`config.mk`:
```
export PLATFORM = sky130hd
export DESIGN_NAME = bounce_generator
export DESIGN_NICKNAME = d
export VERILOG_FILES = /design/src/rtl/bounce_generator.sv
export SDC_FILE = /design/constraint.sdc
export NUM_CORES = 1
export LEC_CHECK = 0
export ABC_CLOCK_PERIOD_IN_PS = 3500
export BUFFER_PORTS_ARGS = -buffer_cell sky130_fd_sc_hd__buf_2
export CAP_MARGIN = 20
export CORE_MARGIN = 4
export CORE_UTILIZATION = 60
export DETAILED_ROUTE_END_ITERATION = 6
export PLACE_DENSITY = 0.78
export SLEW_MARGIN = 20
export SYNTH_ARGS = -nofsm -noshare
export SYNTH_HDL_FRONTEND = slang
export SYNTH_SLANG_ARGS = --single-unit
```
`constraint.sdc`:
```
create_clock -name clk -period 3.5 [get_ports clk]
set_input_delay 0.7 -clock clk [delete_from_list [all_inputs] [get_ports clk]]
set_output_delay 0.7 -clock clk [all_outputs]
set_load 0.005 [all_outputs]
```
`src/rtl/bounce_generator.sv`:
```
// bounce_generator
//   Switch-bounce emulator. A clean level command is turned into a bouncy
//   `sw` waveform: inside a window of BOUNCE_US ticks, `sw` toggles after
//   pseudo-random segment widths (MIN_W .. MIN_W+2^W_BITS-1 ticks). The
//   window is followed by a quiet SETTLE_US-tick hold at the target level,
//   and then a one-cycle `settled` pulse.
//
// Ports
//   clk        in   system clock
//   reset      in   asynchronous active-low reset
//   cmd_level  in   requested final switch level
//   cmd_valid  in   command request (taken when cmd_ready is high)
//   cmd_ready  out  high only while idle
//   sw         out  emulated bouncy switch (registered)
//   busy       out  high while bouncing or settling
//   settled    out  one-cycle pulse when a command completes
//   bounce_cnt out  glitch toggles in the last level-change command
module bounce_generator #(
    parameter int          TICK_DIV  = 100,
    parameter int          BOUNCE_US = 2000,
    parameter int          SETTLE_US = 1000,
    parameter int          MIN_W     = 20,
    parameter int          W_BITS    = 8,
    parameter logic [15:0] SEED      = 16'hACE1
) (
    input  logic       clk,
    input  logic       reset,
    input  logic       cmd_level,
    input  logic       cmd_valid,
    output logic       cmd_ready,
    output logic       sw,
    output logic       busy,
    output logic       settled,
    output logic [7:0] bounce_cnt
);

    localparam int          PW       = $clog2(TICK_DIV);
    localparam int          WINW     = (BOUNCE_US < 1) ? 1 : $clog2(BOUNCE_US + 1);
    localparam int          SETW     = (SETTLE_US < 1) ? 1 : $clog2(SETTLE_US + 1);
    localparam int          WIDW     = $clog2(MIN_W + 2**W_BITS);
    // An all-zero LFSR would lock up, so a zero seed is remapped.
    localparam logic [15:0] SEED_EFF = (SEED == 16'h0000) ? 16'h0001 : SEED;

    typedef enum logic [1:0] {IDLE, BOUNCE, SETTLE} state_t;

    state_t            state_q, state_d;
    logic              sw_q, sw_d;
    logic              target_q, target_d;
    logic [7:0]        cnt_q, cnt_d;
    logic [15:0]       lfsr_q, lfsr_d;
    logic [PW-1:0]     presc_q, presc_d;
    logic              tick_q, tick_d;
    logic [WINW-1:0]   win_q, win_d;
    logic [WIDW-1:0]   wid_q, wid_d;
    logic [SETW-1:0]   set_q, set_d;
    logic              settled_q, settled_d;
    logic              busy_q, busy_d;
    logic              ready_q, ready_d;

    logic [15:0]       lfsr_nxt;
    logic [WIDW-1:0]   wid_load;
    logic [WINW-1:0]   win_dec;
    logic [WIDW-1:0]   wid_dec;
    logic [SETW-1:0]   set_dec;

    always_comb begin
        // Fibonacci taps 16,14,13,11; shift left, feedback into bit 0.
        lfsr_nxt = {lfsr_q[14:0], lfsr_q[15] ^ lfsr_q[13] ^ lfsr_q[12] ^ lfsr_q[10]};
        wid_load = WIDW'(MIN_W) + WIDW'(lfsr_q[W_BITS-1:0]);
        win_dec  = win_q - WINW'(1);
        wid_dec  = wid_q - WIDW'(1);
        set_dec  = set_q - SETW'(1);

        state_d   = state_q;
        sw_d      = sw_q;
        target_d  = target_q;
        cnt_d     = cnt_q;
        lfsr_d    = lfsr_q;
        win_d     = win_q;
        wid_d     = wid_q;
        set_d     = set_q;
        settled_d = 1'b0;

        case (state_q)
            IDLE: begin
                if (cmd_valid) begin
                    target_d = cmd_level;
                    if (cmd_level == sw_q) begin
                        settled_d = 1'b1;
                    end else begin
                        sw_d    = cmd_level;
                        cnt_d   = 8'd0;
                        state_d = BOUNCE;
                        win_d   = WINW'(BOUNCE_US);
                        wid_d   = wid_load;
                        lfsr_d  = lfsr_nxt;
                    end
                end
            end
            BOUNCE: begin
                if (tick_q) begin
                    win_d = win_dec;
                    wid_d = wid_dec;
                    // Window end takes priority over a coincident width expiry.
                    if (win_dec == '0) begin
                        sw_d    = target_q;
                        state_d = SETTLE;
                        set_d   = SETW'(SETTLE_US);
                    end else if (wid_dec == '0) begin
                        sw_d   = ~sw_q;
                        cnt_d  = (cnt_q == 8'hFF) ? cnt_q : cnt_q + 8'd1;
                        wid_d  = wid_load;
                        lfsr_d = lfsr_nxt;
                    end
                end
            end
            SETTLE: begin
                if (tick_q) begin
                    set_d = set_dec;
                    if (set_dec == '0) begin
                        state_d   = IDLE;
                        settled_d = 1'b1;
                    end
                end
            end
            default: state_d = IDLE;
        endcase

        // Prescaler runs only while busy and is held clear in IDLE, so the
        // first tick lands a fixed TICK_DIV+1 clocks after the accepting edge.
        if (state_q == IDLE) begin
            presc_d = '0;
            tick_d  = 1'b0;
        end else begin
            tick_d  = (presc_q == PW'(TICK_DIV - 1));
            presc_d = tick_d ? '0 : presc_q + PW'(1);
        end

        busy_d  = (state_d != IDLE);
        ready_d = (state_d == IDLE);
    end

    always_ff @(posedge clk or negedge reset) begin
        if (!reset) begin
            state_q   <= IDLE;
            sw_q      <= 1'b0;
            target_q  <= 1'b0;
            cnt_q     <= 8'd0;
            lfsr_q    <= SEED_EFF;
            presc_q   <= '0;
            tick_q    <= 1'b0;
            win_q     <= '0;
            wid_q     <= '0;
            set_q     <= '0;
            settled_q <= 1'b0;
            busy_q    <= 1'b0;
            ready_q   <= 1'b1;
        end else begin
            state_q   <= state_d;
            sw_q      <= sw_d;
            target_q  <= target_d;
            cnt_q     <= cnt_d;
            lfsr_q    <= lfsr_d;
            presc_q   <= presc_d;
            tick_q    <= tick_d;
            win_q     <= win_d;
            wid_q     <= wid_d;
            set_q     <= set_d;
            settled_q <= settled_d;
            busy_q    <= busy_d;
            ready_q   <= ready_d;
        end
    end

    assign sw         = sw_q;
    assign busy       = busy_q;
    assign cmd_ready  = ready_q;
    assign settled    = settled_q;
    assign bounce_cnt = cnt_q;

endmodule
```
==> results by group <==
Status
  • Status: finished, final reports clean

Timing
  • Final Cycle Share: roughly 88%
  • Worst slew margin: 34.1%
  • Final setup fails: 0
  • Setup TNS: 0 ns
  • Minimum clock period: 3.10 ns
  • RSZ-0062 raised after global routing: false
  • Max Freq: 323 MHz
  • Slew Limit Fails: 0
  • Hold Worst Slack: about 0.47 ns
  • Worst Tran Pin Value: approximately 1 ns
  • Clock Skew: ~0.013 ns
  • Fin. Hold Viols: 0

Clock tree
  • Clock H-tree levels: 3
  • Worst-path clk slew: 0.08 ns
  • Hold buffer count at CTS: 0
  • Buffer count from post-CTS setup fixing: 0
  • CTS-repair resized insts: 0
  • Root Driver: clkbuf_8
  • Clock tree sinks: 69
  • Bufs on Longest Clock Path: 2
  • CTS buffer count: 9
  • CTS tree: built
  • Clock insertion delay at the later pin of the skew report: around 0.35 ns

Drt
  • Antenna viol nets, final: 0
  • Vias per std cell: between 6 and 7
  • DR DRC count: 0
  • Via count: approximately 3,200
  • Drt total wl: ~7900 um
  • Routed len/inst: 15.2 um
  • First-pass DRT Iterations: 5
  • DR iter-0 viols: between 150 and 200

Die
  • Core Area: roughly 0.0063 mm^2
  • # IOs: 16
  • Row count: 29
  • Starting density of the core: between 60% and 70%
  • DIE WIDTH: just under 90 um
  • DIE AREA: between 0.007 and 0.008 mm^2
  • Die Ht: about 90 um

Worst setup path
  • Buffers & Inverters on Critical Path: 1
  • Critical path capture point type: flop
  • Crit Path Class: flop to flop
  • Crit-path max cell delay: ~0.76 ns
  • Worst-path maximum fanout: 17
  • Startpoint types: flop
  • CP delay by family, top: simple AND/OR/NAND/NOR gates
  • Worst path required time: approximately 3.7 ns
  • CP arrival: between 3 and 4 ns
  • Slowest-stage cell, CP: nor2_2
  • CP cell instances: inv_1 -> ha_1 -> nor3b_1 -> and4b_1 -> a211o_1 -> and4_1 -> a21oi_4 -> nor2_2 -> mux2_2

Pwr
  • Share of power burned in the clock network: roughly 44%
  • NetSw: between 0.0003 and 0.0004 W
  • Int Power: ~0.0011 W
  • Switching Share: between 20 and 25%
  • Tot Pwr: about 0.0015 W
  • Maximum VDD drop: between 0.2 and 0.25 mV
  • Register share of total power: a little under three fifths
  • Lkg Pwr: 1.86 nW
  • PwrDens: approximately 340 mW/mm^2
  • Comb power frac: approximately 1.3%

Yosys
  • Largest cells by area after synthesis: dfrtp_1, dfstp_2, o21ai_0, nor2_1, nand2_1
  • Syn avg cell area: ~9.4 um^2
  • Net Count, Synth: between 400 and 500
  • Netlist cell types: 62
  • FFs w/ async S/R, synth: 100%
  • Post-synthesis cell count: approximately 420
  • Yosys reg bits: 69
  • Post-synth EDFFs: 0
  • Top_reg_cell synth: dfrtp_1
  • Area leader, netlist: dfrtp_1
  • Post-synth top area share: a little under two fifths
  • Yosys warns: 0
  • Seq/Total Area, Yosys: ~44%
  • Post-Syn Area: 0.00391 mm^2

Final layout
  • Share of layout cells above drive strength 1: between 10% and 20%
  • Final #Nets: 449
  • Fin util: 67.3%
  • Area Growth Syn to Fin: 9.21%
  • Fin cells: 518
  • # diodes: 0

Global routing
  • First-pass GRT wire length: between 10,000 and 15,000 um
  • Largest net degree at the start of global routing: 70
  • Total grt overflow: 0
  • Tot GR Track Use: between 20% and 30%
  • Antenna violations before repair: 0
  • Vias in the first global route: 3,016

Placement
  • Routability congestion estimate: roughly 0.86
  • Post-placement cell count: around 500
  • HPWL Detailed: roughly 5300 um
  • Buffers on Ports: 15

Flow run
  • Maxcap violations: 0

Worst hold path
  • Hold/Removal Path Class: flop to flop
[placed cells by master (no fill, tap or decap), types with 3 or more instances in the layout]
cell,synthesis,layout
a211o_1,3,3
a21oi_1,15,15
a2bb2oi_1,5,5
a31oi_1,8,8
and2_1,4,4
and3_1,7,7
buf_2,5,15
buf_4,1,11
clkbuf_1,10,4
clkbuf_8,0,10
dfrtp_1,60,60
dfstp_2,9,9
ha_1,9,9
inv_1,11,11
mux2_2,9,9
mux2_4,8,8
mux2i_1,4,4
nand2_1,42,42
nand2b_1,6,6
nand3_1,16,16
nand4_1,7,7
nand4b_1,4,4
nor2_1,43,43
nor2b_1,4,4
nor3_1,11,11
nor3b_1,4,4
o21a_1,3,3
o21ai_0,37,37
o311ai_0,3,3
o41ai_1,3,3
or3_1,9,9
or4_1,3,3
or4b_1,3,3
xnor2_1,10,10
xor2_1,4,4
[through the flow]
stage / instance area [um^2] / worst slack, ns
6_report: 4270 / 0.403
5_1_grt: 4270 / 0.177
4_1_cts: 4270 / 0.418
3_5_place_dp: 4090 / 0.452
3_3_place_gp: 4090 / 0.510
2_1_floorplan: 3910 / 0.684
[registers in the layout, indices dropped and copies added (netlist names), 2 cells and up]
name / cells
win_q: 11
lfsr_q: 16
set_q: 10
state_q: 2
wid_q: 9
bounce_cnt: 8
presc_q: 7
[worst paths after layout]
path / slack, ns / from / cells past startpoint / to
max in group asynchronous: 2.40 / reset / 2 / wid_q[6]
max: 0.40 / wid_q[1] / 9 / lfsr_q[3]
min: 0.47 / presc_q[0] / 1 / presc_q[0]
max reg2reg: 0.40 / wid_q[1] / 9 / lfsr_q[3]
min in group asynchronous: 0.53 / reset / 2 / presc_q[5]
min reg2reg: 0.47 / presc_q[0] / 1 / presc_q[0]
[power by group through the flow]
stage	Sequential, W	Clock (W)	Combinational, W
final	0.000798	0.000633	0.0000194
after detailed placement	0.000812	0	0.0000207
after global placement	0.000812	0	0.0000203
after CTS	0.000797	0.000649	0.0000206
after floorplan	0.000813	0	0.00000134
after global routing	0.000797	0.000689	0.0000232
[metal layers]
layer  vias up  GRT usage [%]  wire length [um]
met4         0           7.42               115
li1       1560              -                 -
met5         -              0                 0
met1      1517           28.7              3640
met3        12           5.49               431
met2        85           35.8              3690
[cells in the mapped netlist (all sizes together) (8+ instances only)]
master,n
a21oi,16
a31oi,8
clkbuf,10
dfrtp,60
dfstp,9
ha,9
inv,11
mux2,17
nand2,42
nand3,16
nor2,45
nor3,12
o21ai,39
or3,10
xnor2,10
[cell type report]
type | count | area, um^2
clock buffers | 14 | 153
well taps | 77 | 96.3
fillers | 501 | 2080
clock inverters | 2 | 35.0
multi-input cells | 319 | 2050
flip-flops and latches | 69 | 1740
inverters | 11 | 41.3
repair buffers | 26 | 158
[cell families after synthesis]
kind of cell / share of synthesized area (%)
AO/OA/AOI/OAI: 16.5
XOR/XNOR: 3.13
adder cells (fa/ha/maj): 2.88
buffers and inverters: 3.13
flip-flops: 44.4
multiplexers: 6.68
AND/OR/NAND/NOR: 23.2
Note: power is estimated with default switching activity, not from simulation.
